===== src/rtl/arm_pkg.sv =====
// Shared types and constants for the ARM7 instruction fetch stage.
package arm_pkg;

  localparam logic [31:0] RESET_PC_DEFAULT = 32'h0000_0000;
  localparam logic [31:0] WORD_BYTES       = 32'd4;

  typedef enum logic [1:0] {
    BOOT,
    RUN,
    FLUSH
  } fetch_state_t;

  typedef struct packed {
    logic [31:0] pc;
    logic [31:0] instr;
  } fetch_entry_t;

  function automatic logic [31:0] word_align(input logic [31:0] addr);
    return {addr[31:2], 2'b00};
  endfunction

endpackage


===== src/rtl/arm_fetch_stage_if.sv =====
// Instruction-memory request/response bus plus the fetch-to-decode handshake.
interface arm_fetch_stage_if;

  logic        imem_req;
  logic [31:0] imem_addr;
  logic        imem_gnt;
  logic        imem_rvalid;
  logic [31:0] imem_rdata;
  logic        if_valid;
  logic [31:0] if_instr;
  logic [31:0] if_pc;
  logic [31:0] if_pc_plus8;
  logic        id_ready;

  modport master (
    output imem_req, imem_addr, if_valid, if_instr, if_pc, if_pc_plus8,
    input  imem_gnt, imem_rvalid, imem_rdata, id_ready
  );

  modport slave (
    input  imem_req, imem_addr, if_valid, if_instr, if_pc, if_pc_plus8,
    output imem_gnt, imem_rvalid, imem_rdata, id_ready
  );

endinterface


===== src/rtl/arm_fetch_fifo.sv =====
// Small instruction buffer holding {pc, instr} pairs between memory and decode.
module arm_fetch_fifo
  import arm_pkg::*;
#(
  parameter int DEPTH = 2
) (
  input  logic                     clk,
  input  logic                     rst_n,
  input  logic                     push_i,
  input  logic                     pop_i,
  input  logic                     flush_i,
  input  fetch_entry_t             wdata_i,
  output logic [$clog2(DEPTH):0]   count_o,
  output fetch_entry_t             head_o,
  output logic                     empty_o
);

  localparam int PW = $clog2(DEPTH);

  fetch_entry_t  mem_q [DEPTH];
  logic [PW-1:0] wr_ptr_q, rd_ptr_q;
  logic [PW:0]   count_q;
  logic          do_pop;

  assign empty_o = (count_q == '0);
  assign do_pop  = pop_i && !empty_o;

  always_ff @(posedge clk or negedge rst_n) begin
    if (!rst_n) begin
      wr_ptr_q <= '0;
      rd_ptr_q <= '0;
      count_q  <= '0;
    end else if (flush_i) begin
      wr_ptr_q <= '0;
      rd_ptr_q <= '0;
      count_q  <= '0;
    end else begin
      if (push_i) wr_ptr_q <= wr_ptr_q + 1'b1;
      if (do_pop) rd_ptr_q <= rd_ptr_q + 1'b1;
      count_q <= count_q + (PW+1)'(push_i) - (PW+1)'(do_pop);
    end
  end

  // Payload storage carries no reset; the top masks the head while empty.
  always_ff @(posedge clk) begin
    if (push_i && !flush_i) mem_q[wr_ptr_q] <= wdata_i;
  end

  assign head_o  = mem_q[rd_ptr_q];
  assign count_o = count_q;

endmodule


===== src/rtl/arm_fetch_stage.sv =====
// ARM7 fetch stage: PC sequencing, credit-limited memory requests, redirect flush.
module arm_fetch_stage
  import arm_pkg::*;
#(
  parameter logic [31:0] RESET_PC        = RESET_PC_DEFAULT,
  parameter int          FIFO_DEPTH      = 2,
  parameter int          MAX_OUTSTANDING = 2
) (
  input  logic               clk,
  input  logic               rst_n,
  arm_fetch_stage_if.master  bus,
  input  logic               pc_write,
  input  logic [31:0]        pc_update,
  output logic               fetch_err
);

  localparam int CW = $clog2(FIFO_DEPTH) + 1;
  localparam int OW = $clog2(MAX_OUTSTANDING + 1);

  fetch_state_t  state_q, state_d;
  logic [31:0]   fetch_pc_q, fetch_pc_d;
  logic [31:0]   resp_pc_q, resp_pc_d;
  logic [OW-1:0] outst_q, outst_d;
  logic          fetch_err_q, fetch_err_d;

  logic          req, grant, resp_ok, push, pop, credit_ok;
  logic [CW-1:0] fifo_count;
  fetch_entry_t  fifo_head, fifo_wdata;
  logic          fifo_empty;

  // Every granted request must already own a FIFO slot for its response.
  assign credit_ok = (32'(outst_q) < 32'(MAX_OUTSTANDING)) &&
                     ((32'(outst_q) + 32'(fifo_count)) < 32'(FIFO_DEPTH));
  assign resp_ok   = bus.imem_rvalid && (outst_q != '0);
  assign pop       = bus.if_valid && bus.id_ready;
  assign fifo_wdata = '{pc: resp_pc_q, instr: bus.imem_rdata};

  always_comb begin
    state_d     = state_q;
    fetch_pc_d  = fetch_pc_q;
    resp_pc_d   = resp_pc_q;
    req         = 1'b0;
    push        = 1'b0;
    fetch_err_d = fetch_err_q | (bus.imem_rvalid && (outst_q == '0));

    case (state_q)
      BOOT:    state_d = RUN;
      RUN: begin
        req  = !pc_write && credit_ok;
        push = resp_ok && !pc_write;
      end
      default: ;
    endcase

    grant   = req && bus.imem_gnt;
    outst_d = outst_q + OW'(grant) - OW'(resp_ok);

    if (grant) fetch_pc_d = fetch_pc_q + WORD_BYTES;
    if (push)  resp_pc_d  = resp_pc_q + WORD_BYTES;
    if (state_q == FLUSH && outst_d == '0) state_d = RUN;

    // Redirect overrides everything; stale responses are drained in FLUSH.
    if (pc_write) begin
      fetch_pc_d = word_align(pc_update);
      resp_pc_d  = word_align(pc_update);
      state_d    = (outst_d != '0) ? FLUSH : RUN;
    end
  end

  always_ff @(posedge clk or negedge rst_n) begin
    if (!rst_n) begin
      state_q     <= BOOT;
      fetch_pc_q  <= RESET_PC;
      resp_pc_q   <= RESET_PC;
      outst_q     <= '0;
      fetch_err_q <= 1'b0;
    end else begin
      state_q     <= state_d;
      fetch_pc_q  <= fetch_pc_d;
      resp_pc_q   <= resp_pc_d;
      outst_q     <= outst_d;
      fetch_err_q <= fetch_err_d;
    end
  end

  arm_fetch_fifo #(.DEPTH(FIFO_DEPTH)) u_fifo (
    .clk     (clk),
    .rst_n   (rst_n),
    .push_i  (push),
    .pop_i   (pop),
    .flush_i (pc_write),
    .wdata_i (fifo_wdata),
    .count_o (fifo_count),
    .head_o  (fifo_head),
    .empty_o (fifo_empty)
  );

  assign bus.imem_req    = req;
  assign bus.imem_addr   = fetch_pc_q;
  assign bus.if_valid    = !fifo_empty;
  assign bus.if_instr    = fifo_empty ? 32'h0 : fifo_head.instr;
  assign bus.if_pc       = fifo_empty ? RESET_PC : fifo_head.pc;
  assign bus.if_pc_plus8 = bus.if_pc + 32'd8;
  assign fetch_err       = fetch_err_q;

endmodule

===== src/flat_wrapper.sv =====
// flat-port wrapper written by rule: the top's interface ports become plain ports
module arm_fetch_stage_flat import arm_pkg::*;
#(
  parameter logic [31:0] RESET_PC        = RESET_PC_DEFAULT,
  parameter int          FIFO_DEPTH      = 2,
  parameter int          MAX_OUTSTANDING = 2
)
  (clk, rst_n, pc_write, pc_update, fetch_err, bus_imem_req, bus_imem_addr, bus_if_valid, bus_if_instr, bus_if_pc, bus_if_pc_plus8, bus_imem_gnt, bus_imem_rvalid, bus_imem_rdata, bus_id_ready);
  arm_fetch_stage_if bus_i ();
  input  logic clk;
  input  logic rst_n;
  input  logic pc_write;
  input  logic [31:0] pc_update;
  output logic fetch_err;
  output wire logic [$bits(bus_i.imem_req)-1:0] bus_imem_req;
  output wire logic [$bits(bus_i.imem_addr)-1:0] bus_imem_addr;
  output wire logic [$bits(bus_i.if_valid)-1:0] bus_if_valid;
  output wire logic [$bits(bus_i.if_instr)-1:0] bus_if_instr;
  output wire logic [$bits(bus_i.if_pc)-1:0] bus_if_pc;
  output wire logic [$bits(bus_i.if_pc_plus8)-1:0] bus_if_pc_plus8;
  input wire logic [$bits(bus_i.imem_gnt)-1:0] bus_imem_gnt;
  input wire logic [$bits(bus_i.imem_rvalid)-1:0] bus_imem_rvalid;
  input wire logic [$bits(bus_i.imem_rdata)-1:0] bus_imem_rdata;
  input wire logic [$bits(bus_i.id_ready)-1:0] bus_id_ready;
  assign bus_imem_req = bus_i.imem_req;
  assign bus_imem_addr = bus_i.imem_addr;
  assign bus_if_valid = bus_i.if_valid;
  assign bus_if_instr = bus_i.if_instr;
  assign bus_if_pc = bus_i.if_pc;
  assign bus_if_pc_plus8 = bus_i.if_pc_plus8;
  assign bus_i.imem_gnt = bus_imem_gnt;
  assign bus_i.imem_rvalid = bus_imem_rvalid;
  assign bus_i.imem_rdata = bus_imem_rdata;
  assign bus_i.id_ready = bus_id_ready;
  arm_fetch_stage #(.RESET_PC(RESET_PC), .FIFO_DEPTH(FIFO_DEPTH), .MAX_OUTSTANDING(MAX_OUTSTANDING)) u_core (.clk(clk), .rst_n(rst_n), .bus(bus_i), .pc_write(pc_write), .pc_update(pc_update), .fetch_err(fetch_err));
endmodule

===== config.mk =====
export PLATFORM = sky130hd
export DESIGN_NAME = arm_fetch_stage_flat
export DESIGN_NICKNAME = d
export VERILOG_FILES = /design/src/rtl/arm_pkg.sv /design/src/rtl/arm_fetch_stage_if.sv /design/src/rtl/arm_fetch_fifo.sv /design/src/rtl/arm_fetch_stage.sv /design/src/flat_wrapper.sv
export SDC_FILE = /design/constraint.sdc
export NUM_CORES = 1
export LEC_CHECK = 0
export ABC_AREA = 1
export CAP_MARGIN = 0
export CORE_AREA = 5 5 157 159
export CTS_CLUSTER_SIZE = 25
export DETAILED_ROUTE_END_ITERATION = 10
export DIE_AREA = 0 0 162 164
export GPL_ROUTABILITY_DRIVEN = 0
export PLACE_DENSITY = 0.82
export SETUP_SLACK_MARGIN = 0.05
export SLEW_MARGIN = 5
export SYNTH_ARGS = -nofsm -noshare
export SYNTH_HDL_FRONTEND = slang
export SYNTH_HIERARCHICAL = 1
export SYNTH_SLANG_ARGS = --single-unit
export TNS_END_PERCENT = 30

===== constraint.sdc =====
create_clock -name clk -period 4.4 [get_ports clk]
set_input_delay 0.88 -clock clk [delete_from_list [all_inputs] [get_ports clk]]
set_output_delay 0.88 -clock clk [all_outputs]
set_load 0.01 [all_outputs]

==> flow_summary.json <==
{
  "die_width_um": 162,
  "crit_required_ns": 3.52,
  "finalSetupTns_ns": 0,
  "clock_skew_ns": 0.0132,
  "worst-path-max-fanout": 32,
  "area_growth_pct": 25.9,
  "port_buffers": 196,
  "clockBufferDepth": 2,
  "worstMarginPinSlew_ns": 0.729,
  "mostFrequentLayoutCells": "nand2_1, clkdlybuf4s50_1, inv_1, nor2_1, edfxtp_1",
  "yosysTopAreaCell": "edfxtp_1",
  "ys_ff_latch": 197,
  "grt_pass1_wl_um": 43400,
  "syn_inst": 1329,
  "start_util_pct": 46.8,
  "power_mw": 4.79,
  "powerDensity_mw_per_mm2": 351,
  "layout.nets": 1599,
  "cp-end-kind": "output port",
  "post-dp-hpwl_um": 20400,
  "cts.sinks": 197,
  "drive_above_1_share_pct": 6.98,
  "cts_tree": "yes",
  "instances_no_fill": 1824,
  "period_share_pct": 92.4,
  "cts_made_buffers": 17,
  "drcViolationCount": 0,
  "diodes": 0,
  "grt_overflow": 0,
  "combPwrFrac_pct": 19.8,
  "synth_warnings": 6,
  "dp.cells": 1792,
  "grt_start_max_net_pins": 53,
  "status": "completed",
  "synth_area_leaders": "edfxtp_1, nand2_1, dfrtp_1, inv_1, nor2_1",
  "path_clk_slew_ns": 0.08,
  "switchingPower_mw": 1.42,
  "mostFrequentLayoutCell": "nand2_1",
  "timing.hold.ws_ns": 0.412,
  "cts_root_buf": "clkbuf_16",
  "pwr-share-seq_pct": 48.1,
  "clk_latency_ns": 0.43,
  "ios": 201,
  "grt_usage_pct": 20.4,
  "max-slew-margin-rel_pct": 51.3,
  "finalSetupViolations": 0,
  "die_area_sq_mm": 0.0266,
  "post-cts-setup-buffer-count": 0,
  "slew_viol_final": 0,
  "dieHeight_um": 164,
  "p_clk_share_pct": 32.2,
  "grt_setup_unrepaired": "no",
  "ys_async_sr_fraction_pct": 35.0,
  "vias_per_cell": 5.11,
  "first_iter_violations": 862,
  "syn_area_per_cell_sq_um": 8.14,
  "synth.top_cell.area_share_pct": 35.5,
  "syn_area_sq_mm": 0.0108,
  "synth_edf_count": 128,
  "core-area_sq_mm": 0.0231,
  "synth_ff_type": "edfxtp_1",
  "post_cts_resized": 0,
  "hp-class": "in2async",
  "crit_path_start_kind": "flop",
  "grt_pass1_vias": 8740,
  "fillers": 1958,
  "vias": 9328,
  "dr.pass1.iters": 7,
  "timing.fmax_mhz": 246,
  "antenna_found_initial": 0,
  "intPower_mw": 3.37,
  "ir_worst_vdd_mv": 0.220,
  "yosysSeqAreaShare_pct": 51.5,
  "switching_share_pct": 29.7,
  "final_util_pct": 58.9,
  "path_class": "reg2out",
  "arrival_ns": 3.19,
  "min_period_ns": 4.07,
  "hold_buffers": 0,
  "leakage_nw": 5.83,
  "ant_nets": 0,
  "hold_viol_final": 0,
  "wl_per_cell_um": 15.1,
  "wl_um": 27500,
  "ys_types": 47,
  "htree_levels": 4,
  "rows": 56,
  "drv_cap": 0
}
## worst max-delay path: stages, from the launching register on
cell	delay [ns]
dfrtp_2	0.37
buf_4	0.32
nand2_1	0.08
nand2_1	0.11
inv_1	0.06
nor2_1	0.16
ha_1	0.24
inv_1	0.10
nor2_4	0.18
inv_2	0.08
nor2_4	0.13
inv_1	0.05
nor2_1	0.14
xor2_1	0.17
clkdlybuf4s50_1	0.55
## cell families after synthesis
logic type / count (synthesis) / share of synthesized area, %
AND/OR/NAND/NOR: 798 / 31.9
flip-flops: 197 / 51.5
other: 1 / 0.0347
XOR/XNOR: 38 / 3.08
buffers and inverters: 208 / 8.26
AO/OA/AOI/OAI: 79 / 4.28
adder cells (fa/ha/maj): 8 / 0.994
## stage by stage
step | setup slack (ns) | cell area (sq um)
5_1_grt | 0.0629 | 13600
3_5_place_dp | 0.759 | 13000
6_report | 0.334 | 13600
2_1_floorplan | -0.497 | 10800
4_1_cts | 0.304 | 13600
3_3_place_gp | 0.812 | 13000
## final timing paths
| path | slack [ns] | cells past startpoint | from | to |
|---|---|---|---|---|
| worst max-delay path | 0.33 | 14 | u_core/u_fifo/rd_ptr_q | bus_if_pc_plus8[17] |
| worst min-delay path | 0.41 | 1 | rst_n | u_core/bus.imem_addr[26] |
| worst max register to register | 1.51 | 12 | u_core/outst_q[0] | u_core/state_q[0] |
| worst min register to register | 0.48 | 1 | u_core/fetch_err | u_core/fetch_err |
| max in group asynchronous | 2.93 | 2 | rst_n | u_core/u_fifo/rd_ptr_q |
| min in group clk | 0.48 | 1 | u_core/fetch_err | u_core/fetch_err |
## cells in the mapped netlist, types with 2 or more instances
| cell | n |
|---|---|
| o21ai_0 | 27 |
| o211ai_1 | 8 |
| clkbuf_1 | 5 |
| buf_4 | 13 |
| a31oi_1 | 5 |
| ha_1 | 7 |
| buf_2 | 18 |
| dfrtp_1 | 69 |
| inv_2 | 5 |
| nor3_1 | 14 |
| nor2_1 | 147 |
| buf_6 | 3 |
| nor3_2 | 2 |
| nor2_2 | 17 |
| nor2_8 | 3 |
| or2_2 | 3 |
| a21oi_1 | 22 |
| o21ai_1 | 2 |
| nand4_1 | 20 |
| nand3b_1 | 3 |
| nor2_4 | 14 |
| edfxtp_1 | 128 |
| nand2_1 | 480 |
| xnor2_1 | 9 |
| o21bai_1 | 7 |
| nand2_2 | 7 |
| o221ai_1 | 3 |
| nand3_1 | 82 |
| xor2_1 | 29 |
| inv_1 | 160 |
## power by group through the flow
| stage | Sequential [mW] | Clock, mW | Combinational (mW) |
|---|---|---|---|
| final | 2.30 | 1.54 | 0.946 |
| after global routing | 2.32 | 1.65 | 1.04 |
| after CTS | 2.30 | 1.58 | 0.948 |
| after detailed placement | 2.33 | 0 | 0.942 |
| after global placement | 2.32 | 0 | 0.915 |
| after floorplan | 2.30 | 0 | 0.534 |
## registers in the layout, indices dropped and copies added (netlist names)
| register | cells |
|---|---|
| u_core/u_fifo/mem_q | 128 |
| u_core/fetch_err | 1 |
| u_core/u_fifo/wr_ptr_q | 1 |
| u_core/u_fifo/rd_ptr_q | 1 |
| u_core/outst_q | 2 |
| u_core/bus.imem_addr | 30 |
| u_core/u_fifo/count_o | 2 |
| u_core/resp_pc_q | 30 |
| u_core/state_q | 2 |
## layer usage
metal	GRT usage, %	wire length [um]	vias up
met4	5.61	463	0
li1	-	-	4589
met1	27.9	12000	4257
met3	4.07	2220	51
met5	0	0	-
met2	33.4	12800	431
## final cells by class
cell class | count | area (sq um) | share of cell area (%)
Clock buffer | 18 | 429 | 3.15
Clock inverter | 14 | 161 | 1.19
Inverter | 167 | 629 | 4.62
Multi-Input combinational cell | 929 | 4390 | 32.2
Sequential cell | 197 | 5570 | 40.9
Tap cell | 290 | 363 | 2.66
Timing Repair Buffer | 209 | 2070 | 15.2
No activity file was read; power rests on OpenSTA's default activity.
